[config.mk]
export PLATFORM = sky130hd
export DESIGN_NAME = seq_mult_arbiter
export DESIGN_NICKNAME = d
export VERILOG_FILES = /design/src/rtl/seq_mult_arbiter.sv
export SDC_FILE = /design/constraint.sdc
export NUM_CORES = 1
export LEC_CHECK = 0
export CAP_MARGIN = 20
export CORE_AREA = 8 8 174 176
export CTS_BUF_LIST = sky130_fd_sc_hd__clkbuf_8
export CTS_CLUSTER_DIAMETER = 50
export DETAILED_ROUTE_END_ITERATION = 7
export DIE_AREA = 0 0 182 184
export PLACE_DENSITY = 0.61
export SLEW_MARGIN = 20
export SYNTH_ARGS = -nofsm -noshare
export SYNTH_HDL_FRONTEND = slang
export SYNTH_SLANG_ARGS = --single-unit
export TNS_END_PERCENT = 50
[constraint.sdc]
create_clock -name clk -period 9.77 [get_ports clk]
set_input_delay 2.931 -clock clk [delete_from_list [all_inputs] [get_ports clk]]
set_output_delay 2.931 -clock clk [all_outputs]
set_load 0.005 [all_outputs]
[src/rtl/seq_mult_arbiter.sv]
// seq_mult_arbiter: round-robin front end that shares one start-by-reset
// sequential signed multiplier among NREQ requesters, one operation at a time.
//
// Handshake rule for both sides: a transfer happens on the rising edge where
// valid and ready are both high. Requesters hold valid and operands stable
// until that edge. The arbiter holds resp_valid and its payload stable until
// resp_ready is seen.
module seq_mult_arbiter #(
    parameter  int NREQ    = 4,
    parameter  int WIDTH   = 32,
    parameter  int TIMEOUT = 80,
    localparam int IDW     = $clog2(NREQ),
    localparam int TW      = $clog2(TIMEOUT + 1)
) (
    input  logic                    clk,
    input  logic                    reset,
    input  logic [NREQ-1:0]         req_valid,
    input  logic [NREQ*WIDTH-1:0]   req_a,
    input  logic [NREQ*WIDTH-1:0]   req_b,
    output logic [NREQ-1:0]         req_ready,
    output logic                    resp_valid,
    input  logic                    resp_ready,
    output logic [IDW-1:0]          resp_id,
    output logic [2*WIDTH-1:0]      resp_p,
    output logic                    resp_err,
    output logic                    mult_rst,
    output logic [WIDTH-1:0]        mult_a,
    output logic [WIDTH-1:0]        mult_b,
    input  logic [2*WIDTH-1:0]      mult_p,
    input  logic                    mult_rdy,
    output logic [1:0]              dbg_state_o
);

    localparam logic [1:0] S_IDLE = 2'd0;
    localparam logic [1:0] S_LOAD = 2'd1;
    localparam logic [1:0] S_RUN  = 2'd2;
    localparam logic [1:0] S_RESP = 2'd3;

    logic [1:0]         state_q, state_d;
    logic [IDW-1:0]     rr_q;
    logic [TW-1:0]      timer_q;
    logic               mult_rst_q;
    logic [WIDTH-1:0]   mult_a_q, mult_b_q;
    logic [IDW-1:0]     resp_id_q;
    logic [2*WIDTH-1:0] resp_p_q;
    logic               resp_err_q;

    logic               grant_found;
    logic [IDW-1:0]     grant_idx;
    logic               timer_done;

    logic [WIDTH-1:0]   a_arr [NREQ];
    logic [WIDTH-1:0]   b_arr [NREQ];

    for (genvar g = 0; g < NREQ; g++) begin : g_unpack
        assign a_arr[g] = req_a[g*WIDTH +: WIDTH];
        assign b_arr[g] = req_b[g*WIDTH +: WIDTH];
    end

    assign timer_done = (timer_q == TW'(TIMEOUT - 1));

    // Round-robin search starting one past the last winner.
    always_comb begin
        int             idx;
        logic [IDW-1:0] idx_w;
        grant_found = 1'b0;
        grant_idx   = '0;
        idx         = 0;
        idx_w       = '0;
        for (int k = 1; k <= NREQ; k++) begin
            idx   = (int'(rr_q) + k) % NREQ;
            idx_w = IDW'(idx);
            if (!grant_found && req_valid[idx_w]) begin
                grant_found = 1'b1;
                grant_idx   = idx_w;
            end
        end
    end

    // Accept is offered only in IDLE and never while reset is held.
    always_comb begin
        req_ready = '0;
        if (state_q == S_IDLE && grant_found && !reset) begin
            req_ready = NREQ'(1) << grant_idx;
        end
    end

    // Next-state logic for IDLE -> LOAD -> RUN -> RESP -> IDLE.
    always_comb begin
        state_d = state_q;
        case (state_q)
            S_IDLE:  if (grant_found) state_d = S_LOAD;
            S_LOAD:  state_d = S_RUN;
            S_RUN:   if (mult_rdy || timer_done) state_d = S_RESP;
            S_RESP:  if (resp_ready) state_d = S_IDLE;
            default: state_d = S_IDLE;
        endcase
    end

    // State, operand, timer and response registers.
    always_ff @(posedge clk or posedge reset) begin
        if (reset) begin
            state_q    <= S_IDLE;
            rr_q       <= IDW'(NREQ - 1);
            timer_q    <= '0;
            mult_rst_q <= 1'b1;
            mult_a_q   <= '0;
            mult_b_q   <= '0;
            resp_id_q  <= '0;
            resp_p_q   <= '0;
            resp_err_q <= 1'b0;
        end else begin
            state_q <= state_d;
            case (state_q)
                S_IDLE: begin
                    if (grant_found) begin
                        mult_a_q  <= a_arr[grant_idx];
                        mult_b_q  <= b_arr[grant_idx];
                        resp_id_q <= grant_idx;
                        rr_q      <= grant_idx;
                    end
                end
                S_LOAD: begin
                    // Multiplier has just sampled the operands; release it.
                    mult_rst_q <= 1'b0;
                    timer_q    <= '0;
                end
                S_RUN: begin
                    if (mult_rdy) begin
                        resp_p_q   <= mult_p;
                        resp_err_q <= 1'b0;
                    end else if (timer_done) begin
                        resp_p_q   <= '0;
                        resp_err_q <= 1'b1;
                    end else begin
                        timer_q <= timer_q + TW'(1);
                    end
                end
                S_RESP: begin
                    if (resp_ready) mult_rst_q <= 1'b1;
                end
                default: ;
            endcase
        end
    end

    assign resp_valid  = (state_q == S_RESP);
    assign resp_id     = resp_id_q;
    assign resp_p      = resp_p_q;
    assign resp_err    = resp_err_q;
    assign mult_rst    = mult_rst_q;
    assign mult_a      = mult_a_q;
    assign mult_b      = mult_b_q;
    assign dbg_state_o = state_q;

endmodule

==> summary.md, run 1 <==
| Metric | Value |
|---|---|
| Status | completed |
| Clk sinks | 143 |
| Initial core utilization | 0.268 |
| Routed Antenna Nets | 0 |
| Simple-gate portion of the synthesized area | 0.0382 |
| Final Util | 0.460 |
| Synthesized area per cell | 10.6 um2 |
| Rows | 61 |
| Async set or reset register ratio after synthesis | 1.00 |
| CTS root buffer | clkbuf_8 |
| First-pass GRT wire length | 50,000 um |
| Hold-fix buffers, CTS | 0 |
| 1st-iter DRT viols | 395 |
| Syn. warnings | 0 |
| Routed len/inst | 23.1 um |
| Top_reg_cell synth | dfrtp_1 |
| Final nets | 1,453 |
| Worst clock skew | 0.0263 ns |
| Multi-input gate area in the final layout | 3460 um2 |
| Die area | 33,500 um2 |
| NetSw | 1.28 mW |
| Most frequent CP cell | clkdlybuf4s50_1 |
| Clock share of power | 0.147 |
| Synth Register Bits | 143 |
| EDFF count, synth | 0 |
| Crit-path cells | clkdlybuf4s50_1, nor2b_1, a32o_1, and2_1, clkdlybuf4s50_1 |
| Post-synth cell types | 42 |
| Synthesized cell area | 7360 um2 |
| Worst min path class | reg -> reg |
| Final WL | 34,200 um |
| Sequential share of power | 0.316 |
| Post-synthesis compound-gate area fraction | 0.318 |
| Remaining global-route overflow | 0 |
| Die height | 184 um |
| CTS resizes | 0 |
| Post-synthesis sequential area ratio | 0.486 |
| Largest family of logic cells by synthesized area | compound AO/OA/AOI/OAI gates |
| Commonest non-fill, non-tap cells in the layout | clkdlybuf4s50_1 (466), dfrtp_1 (140), o21ai_0 (97), o21ai_1 (73), mux2i_1 (65) |
| # fillers | 2,566 |
| Post-CTS setup buffer count | 0 |
| Post-DP HPWL | 25,400 um |
| All-Layer GR Usage | 0.194 |
| Static leakage | 5.01 nW |
| Slowest CP cell | clkdlybuf4s50_1 |
| Final WS setup | 1.62 ns |
| Hold WS | 0.488 ns |
| Tmin final | 8.15 ns |
| Commonest non-fill, non-tap cell in the layout | clkdlybuf4s50_1 |
| DP Worst Slack | 1.66 ns |
| Peak Freq | 123 MHz |
| Peak VDD IR | 0.117 mV |
| CTS Buf Count | 17 |
| CTS tree | yes |
| Area of the core | 27,500 um2 |
| Die X | 182 um |
| Seq. cell area | 3580 um2 |
| Synth Instances | 692 |
| Total via count in the routed design | 7,558 |
| Maxcap violations | 0 |
| WS Path Type | in -> out |
| Area growth from synthesis to layout | 71.5% |
| CP endpoint kind | output pin |
| Pwr Density | 263 nW/um2 |
| Post-synthesis mux area share | 0.0899 |
| Initial antenna violation count | 1 |
| Cell count after placement | 1,446 |
| RSZ-0062 raised after global routing | no |
| Worst slew margin | 0.356 |
| Final hold vios | 0 |
| Residual DRC count | 0 |
| Clock transition at path regs | 0.10 ns |
| Ports | 467 |
| Layout cells sized above 1 | 0.0468 |
| Internal power | 2.05 mW |
| Max incr delay on CP | 0.74 ns |
| Fin Setup TNS | 0 ns |
| GPL Wtd Cong | 0.853 |
| Port Buffers | 466 |
| Required @ worst endpoint | 6.84 ns |
| CTS H-Tree Depth | 4 |
| # diodes | 0 |
| DR vias/cell | 5.11 |
| Final std cells w/o fill | 1,478 |
| DR pass1 iterations | 5 |
| Worst path arrival time | 5.22 ns |
| Post-Syn Nets | 1,026 |
| Clock buffer depth | 2 |
| Final setup vio count | 0 |
| Final Cycle Share | 0.834 |
| Final Slew Violations | 0 |
| Clock latency on the worst-skew pair | 0.45 ns |
| Crit path launch type | primary input |
| Comb power frac | 0.537 |
| Post-Synth Adder-Cell Area | 0.0102 |
| Vias in the first global route | 7,803 |
| Switching fraction of total power | 0.385 |
| Largest net degree at the start of global routing | 101 |
| Worst Tran Pin Value | 0.965 ns |
| XOR/XNOR share of the synthesized area | 0.00595 |
| Max Fanout on Critical Path | 15 |
==> power by group through the flow <==
| stage | Combinational [mW] | Clock [mW] | Sequential [mW] |
|---|---|---|---|
| 2_1_floorplan | 0.889 | 0 | 1.04 |
| 3_3_place_gp | 1.80 | 0 | 1.05 |
| 3_5_place_dp | 1.81 | 0 | 1.05 |
| 4_1_cts | 1.82 | 0.508 | 1.05 |
| 5_1_grt | 1.96 | 0.534 | 1.09 |
| 6_report | 1.79 | 0.488 | 1.05 |
==> final timing paths <==
kind	end	from	slack, ns	depth (start not counted)
setup / recovery	req_ready[3]	req_valid[3]	1.62	5
hold reg to reg	mult_rst	mult_rst	0.49	2
max in group asynchronous	resp_p[48]	reset	5.40	3
hold / removal	mult_rst	mult_rst	0.49	2
setup reg to reg	mult_b[9]	rr_q[1]	6.57	6
min in group asynchronous	mult_a[7]	reset	3.02	2
==> cells by family after synthesis <==
family | count (synthesis)
compound gates | 336
flops | 143
buf+inv | 75
mux | 66
simple gates | 61
fa+ha+maj | 6
xor+xnor | 5
==> Yosys cell counts, types with 2 or more instances <==
| cell | n | share of area |
|---|---|---|
| a21oi_1 | 4 | 0.0027 |
| a221o_1 | 51 | 0.069 |
| a221oi_1 | 14 | 0.017 |
| a22o_1 | 64 | 0.076 |
| a311o_1 | 2 | 0.0027 |
| and2_1 | 4 | 0.0034 |
| and3_1 | 4 | 0.0034 |
| buf_2 | 17 | 0.012 |
| buf_4 | 4 | 0.0041 |
| buf_6 | 7 | 0.011 |
| clkbuf_1 | 37 | 0.019 |
| clkbuf_4 | 2 | 0.0020 |
| dfrtp_1 | 140 | 0.48 |
| dfstp_2 | 3 | 0.011 |
| ha_1 | 6 | 0.010 |
| inv_1 | 8 | 0.0041 |
| mux2i_1 | 65 | 0.088 |
| nand2_1 | 10 | 0.0051 |
| nand2b_1 | 5 | 0.0042 |
| nor2_1 | 29 | 0.015 |
| nor2b_1 | 3 | 0.0025 |
| nor3_1 | 3 | 0.0020 |
| o21a_1 | 2 | 0.0020 |
| o21ai_0 | 98 | 0.067 |
| o21ai_1 | 73 | 0.050 |
| o21bai_1 | 2 | 0.0020 |
| o22ai_1 | 17 | 0.014 |
| xor2_1 | 4 | 0.0048 |
==> layout make-up <==
type                       count  area share
timing repair buffer         475       0.375
sequential                   143       0.284
multi-input combinational    474       0.274
tap                          346      0.0343
clock buffer                  17      0.0185
clock inverter                15      0.0122
inverter                       8     0.00277
==> per-stage QoR <==
step,total power [mW],area [um2]
2_1_floorplan,1.93,7360
3_3_place_gp,2.85,12200
3_5_place_dp,2.87,12200
4_1_cts,3.38,12600
5_1_grt,3.58,12600
6_report,3.33,12600
==> metal layers <==
layer  wire length (um)  global-route usage  up-vias
met5                 13                   0        -
met3               3270              0.0794       19
met1              13500               0.224     3677
met2              17000               0.332      328
met4                410              0.0439        2
li1                   -                   -     3532
==> worst max-delay path: cells and delay by family <==
kind / cells / cell delay (ns)
buffers and inverters: 2 / 1.24
AOI/OAI and AO/OA: 1 / 0.56
and+or+nand+nor: 2 / 0.48
==> flip-flops by register name (all words and copies together) (netlist names) <==
| name | count |
|---|---|
| dbg_state_o | 2 |
| mult_a | 32 |
| mult_b | 32 |
| mult_rst | 1 |
| resp_err | 1 |
| resp_id | 2 |
| resp_p | 64 |
| rr_q | 2 |
| timer_q | 7 |
No activity file was read; power rests on OpenSTA's default activity.
==> run 2, diff against run 1 <==
--- a/config.mk
+++ b/config.mk
@@ -6,12 +6,12 @@
 export NUM_CORES = 1
 export LEC_CHECK = 0
 export CAP_MARGIN = 20
-export CORE_AREA = 8 8 174 176
+export CORE_AREA = 8 8 176 178
 export CTS_BUF_LIST = sky130_fd_sc_hd__clkbuf_8
 export CTS_CLUSTER_DIAMETER = 50
 export DETAILED_ROUTE_END_ITERATION = 7
-export DIE_AREA = 0 0 182 184
-export PLACE_DENSITY = 0.61
+export DIE_AREA = 0 0 184 186
+export PLACE_DENSITY = 0.6
 export SLEW_MARGIN = 20
 export SYNTH_ARGS = -nofsm -noshare
 export SYNTH_HDL_FRONTEND = slang
==> constraint.sdc (replaced) <==
create_clock -name clk -period 8.5 [get_ports clk]
set_input_delay 2.55 -clock clk [delete_from_list [all_inputs] [get_ports clk]]
set_output_delay 2.55 -clock clk [all_outputs]
set_load 0.005 [all_outputs]
==> run 2 against run 1 <==
  * Global-route usage down 1.0 points
  * Flip-flop and latch count unchanged
  * Critical path depth unchanged
  * Sequential power up 13%
  * Register-to-register slack worse by 0.78 ns
  * Cell count up 2.6%
  * Hold slack worse by 0.0014 ns
  * Non-clock buffer count up 1
  * Setup slack worse by 0.46 ns
  * Largest cell class unchanged
==> summary.md, run 2 (synthesis gave the netlist of run 1 again) <==
| Metric | Value |
|---|---|
| Worst clock skew | 0.0268 ns (was 0.0263 ns) |
| CP endpoint kind | output pin (unchanged) |
| Final nets | 1,454 (was 1,453) |
| Worst min path class | reg -> reg (unchanged) |
| Rows | 62 (was 61) |
| Post-DP HPWL | 24,500 um (was 25,400 um) |
| Ports | 467 (unchanged) |
| WS Path Type | in -> out (unchanged) |
| DR vias/cell | 4.94 (was 5.11) |
| Clock transition at path regs | 0.09 ns (was 0.10 ns) |
| Pwr Density | 299 nW/um2 (was 263 nW/um2) |
| Clk sinks | 143 (unchanged) |
| Routed len/inst | 21.6 um (was 23.1 um) |
| Port Buffers | 466 (unchanged) |
| Final setup vio count | 0 (unchanged) |
| First-pass GRT wire length | 48,600 um (was 50,000 um) |
| # fillers | 2,705 (was 2,566) |
| Worst Tran Pin Value | 0.816 ns (was 0.965 ns) |
| Largest register FFs | 64 (unchanged) |
| Required @ worst endpoint | 5.95 ns (was 6.84 ns) |
| Overall power | 3.80 mW (was 3.33 mW) |
| DR pass1 iterations | 4 (was 5) |
| Max Fanout on Critical Path | 15 (unchanged) |
| Die X | 184 um (was 182 um) |
| Commonest non-fill, non-tap cell in the layout | clkdlybuf4s50_1 (unchanged) |
| Die height | 186 um (was 184 um) |
| Final Slew Violations | 0 (unchanged) |
| CTS Buf Count | 17 (unchanged) |
| Final hold vios | 0 (unchanged) |
| Die area | 34,200 um2 (was 33,500 um2) |
| CTS resizes | 0 (unchanged) |
| Remaining global-route overflow | 0 (unchanged) |
| Final WL | 32,800 um (was 34,200 um) |
| Area of the core | 28,200 um2 (was 27,500 um2) |
| Peak Freq | 136 MHz |
| Commonest non-fill, non-tap cells in the layout | clkdlybuf4s50_1 (466), dfrtp_1 (140), o21ai_0 (97), o21ai_1 (73), mux2i_1 (65) (unchanged) |
| Fin Setup TNS | 0 ns (unchanged) |
| Hold-fix buffers, CTS | 0 (unchanged) |
| CTS tree | yes (unchanged) |
| Layout cells sized above 1 | 0.0477 (was 0.0468) |
| Largest net degree at the start of global routing | 78 (was 101) |
| Tmin final | 7.34 ns |
| Vias in the first global route | 7,812 (was 7,803) |
| 1st-iter DRT viols | 339 (was 395) |
| Area growth from synthesis to layout | 72.5% (was 71.5%) |
| Initial core utilization | 0.261 (was 0.268) |
| R2R Setup Slk | 5.79 ns (was 6.57 ns) |
| Peak VDD IR | 0.164 mV (was 0.117 mV) |
| Post-CTS setup buffer count | 0 (unchanged) |
| CTS H-Tree Depth | 4 (unchanged) |
| Crit path launch type | primary input (unchanged) |
| Clock buffer depth | 2 (unchanged) |
| GPL Wtd Cong | 0.844 (was 0.853) |
| Worst path arrival time | 4.79 ns (was 5.22 ns) |
| CTS root buffer | clkbuf_8 (unchanged) |
| Total via count in the routed design | 7,500 (was 7,558) |
| All-Layer GR Usage | 0.184 (was 0.194) |
| # diodes | 0 (unchanged) |
| Final Cycle Share | 0.863 |
| RSZ-0062 raised after global routing | no (unchanged) |
| Clock latency on the worst-skew pair | 0.45 ns (about the same) |
| Maxcap violations | 0 (unchanged) |
| Static leakage | 5.03 nW (was 5.01 nW) |
| Routed Antenna Nets | 0 (unchanged) |
| Status | completed (unchanged) |
| Worst slew margin | 0.456 (was 0.356) |
| Post-route cell area | 12,700 um2 (was 12,600 um2) |
| DP Area | 12,300 um2 (was 12,200 um2) |
| Initial antenna violation count | 0 (was 1) |
| Residual DRC count | 0 (unchanged) |
## run 2: worst max-delay path, stage by stage
cell and delay, ns:
clkdlybuf4s50_1 0.76, nor2b_1 0.28, a32o_1 0.50, and2_1 0.20, clkdlybuf4s50_1 0.50
## run 2: final cells by class
| type | instances | area [um2] | share of cell area |
|---|---|---|---|
| repair buffers | 476 | 4760 | 0.374 |
| inverters | 8 | 35.0 | 0.00276 |
| clock buffers | 17 | 234 | 0.0184 |
| multi-input cells | 474 | 3460 | 0.273 |
| well taps | 384 | 480 | 0.0378 |
| clock inverters | 15 | 150 | 0.0118 |
| flip-flops and latches | 143 | 3580 | 0.282 |
## run 2: path summary, 6_finish.rpt
| kind | startpoint | endpoint | cells after the start |
|---|---|---|---|
| min | resp_id[1] | resp_id[1] | 2 |
| min in group asynchronous | reset | mult_a[12] | 2 |
| max reg2reg | rr_q[1] | mult_b[5] | 6 |
| max | req_valid[3] | req_ready[3] | 5 |
| max in group asynchronous | reset | mult_b[18] | 3 |
| min reg2reg | resp_id[1] | resp_id[1] | 2 |
## run 2: power breakdown
group          switching, mW  total, mW  internal (mW)
clock network          0.324      0.543          0.219
logic                  0.941       2.06           1.12
registers              0.206       1.19          0.989
## run 2: stage by stage
stage	worst slack (ns)	std cells	util	hold slack [ns]
final	1.16	1517	0.450	0.486
after detailed placement	1.17	1485	0.436	0.472
after global placement	1.24	1485	0.436	0.462
after floorplan	2.12	692	-	0.463
after CTS	1.17	1517	0.450	0.487
after global routing	1.07	1517	0.450	0.521
## run 2: layer usage
layer,part of all wire,track usage,up-vias
met5,0,0,-
met2,0.48,0.303,330
met4,0.017,0.0503,0
li1,-,-,3533
met1,0.41,0.225,3610
met3,0.090,0.0640,27
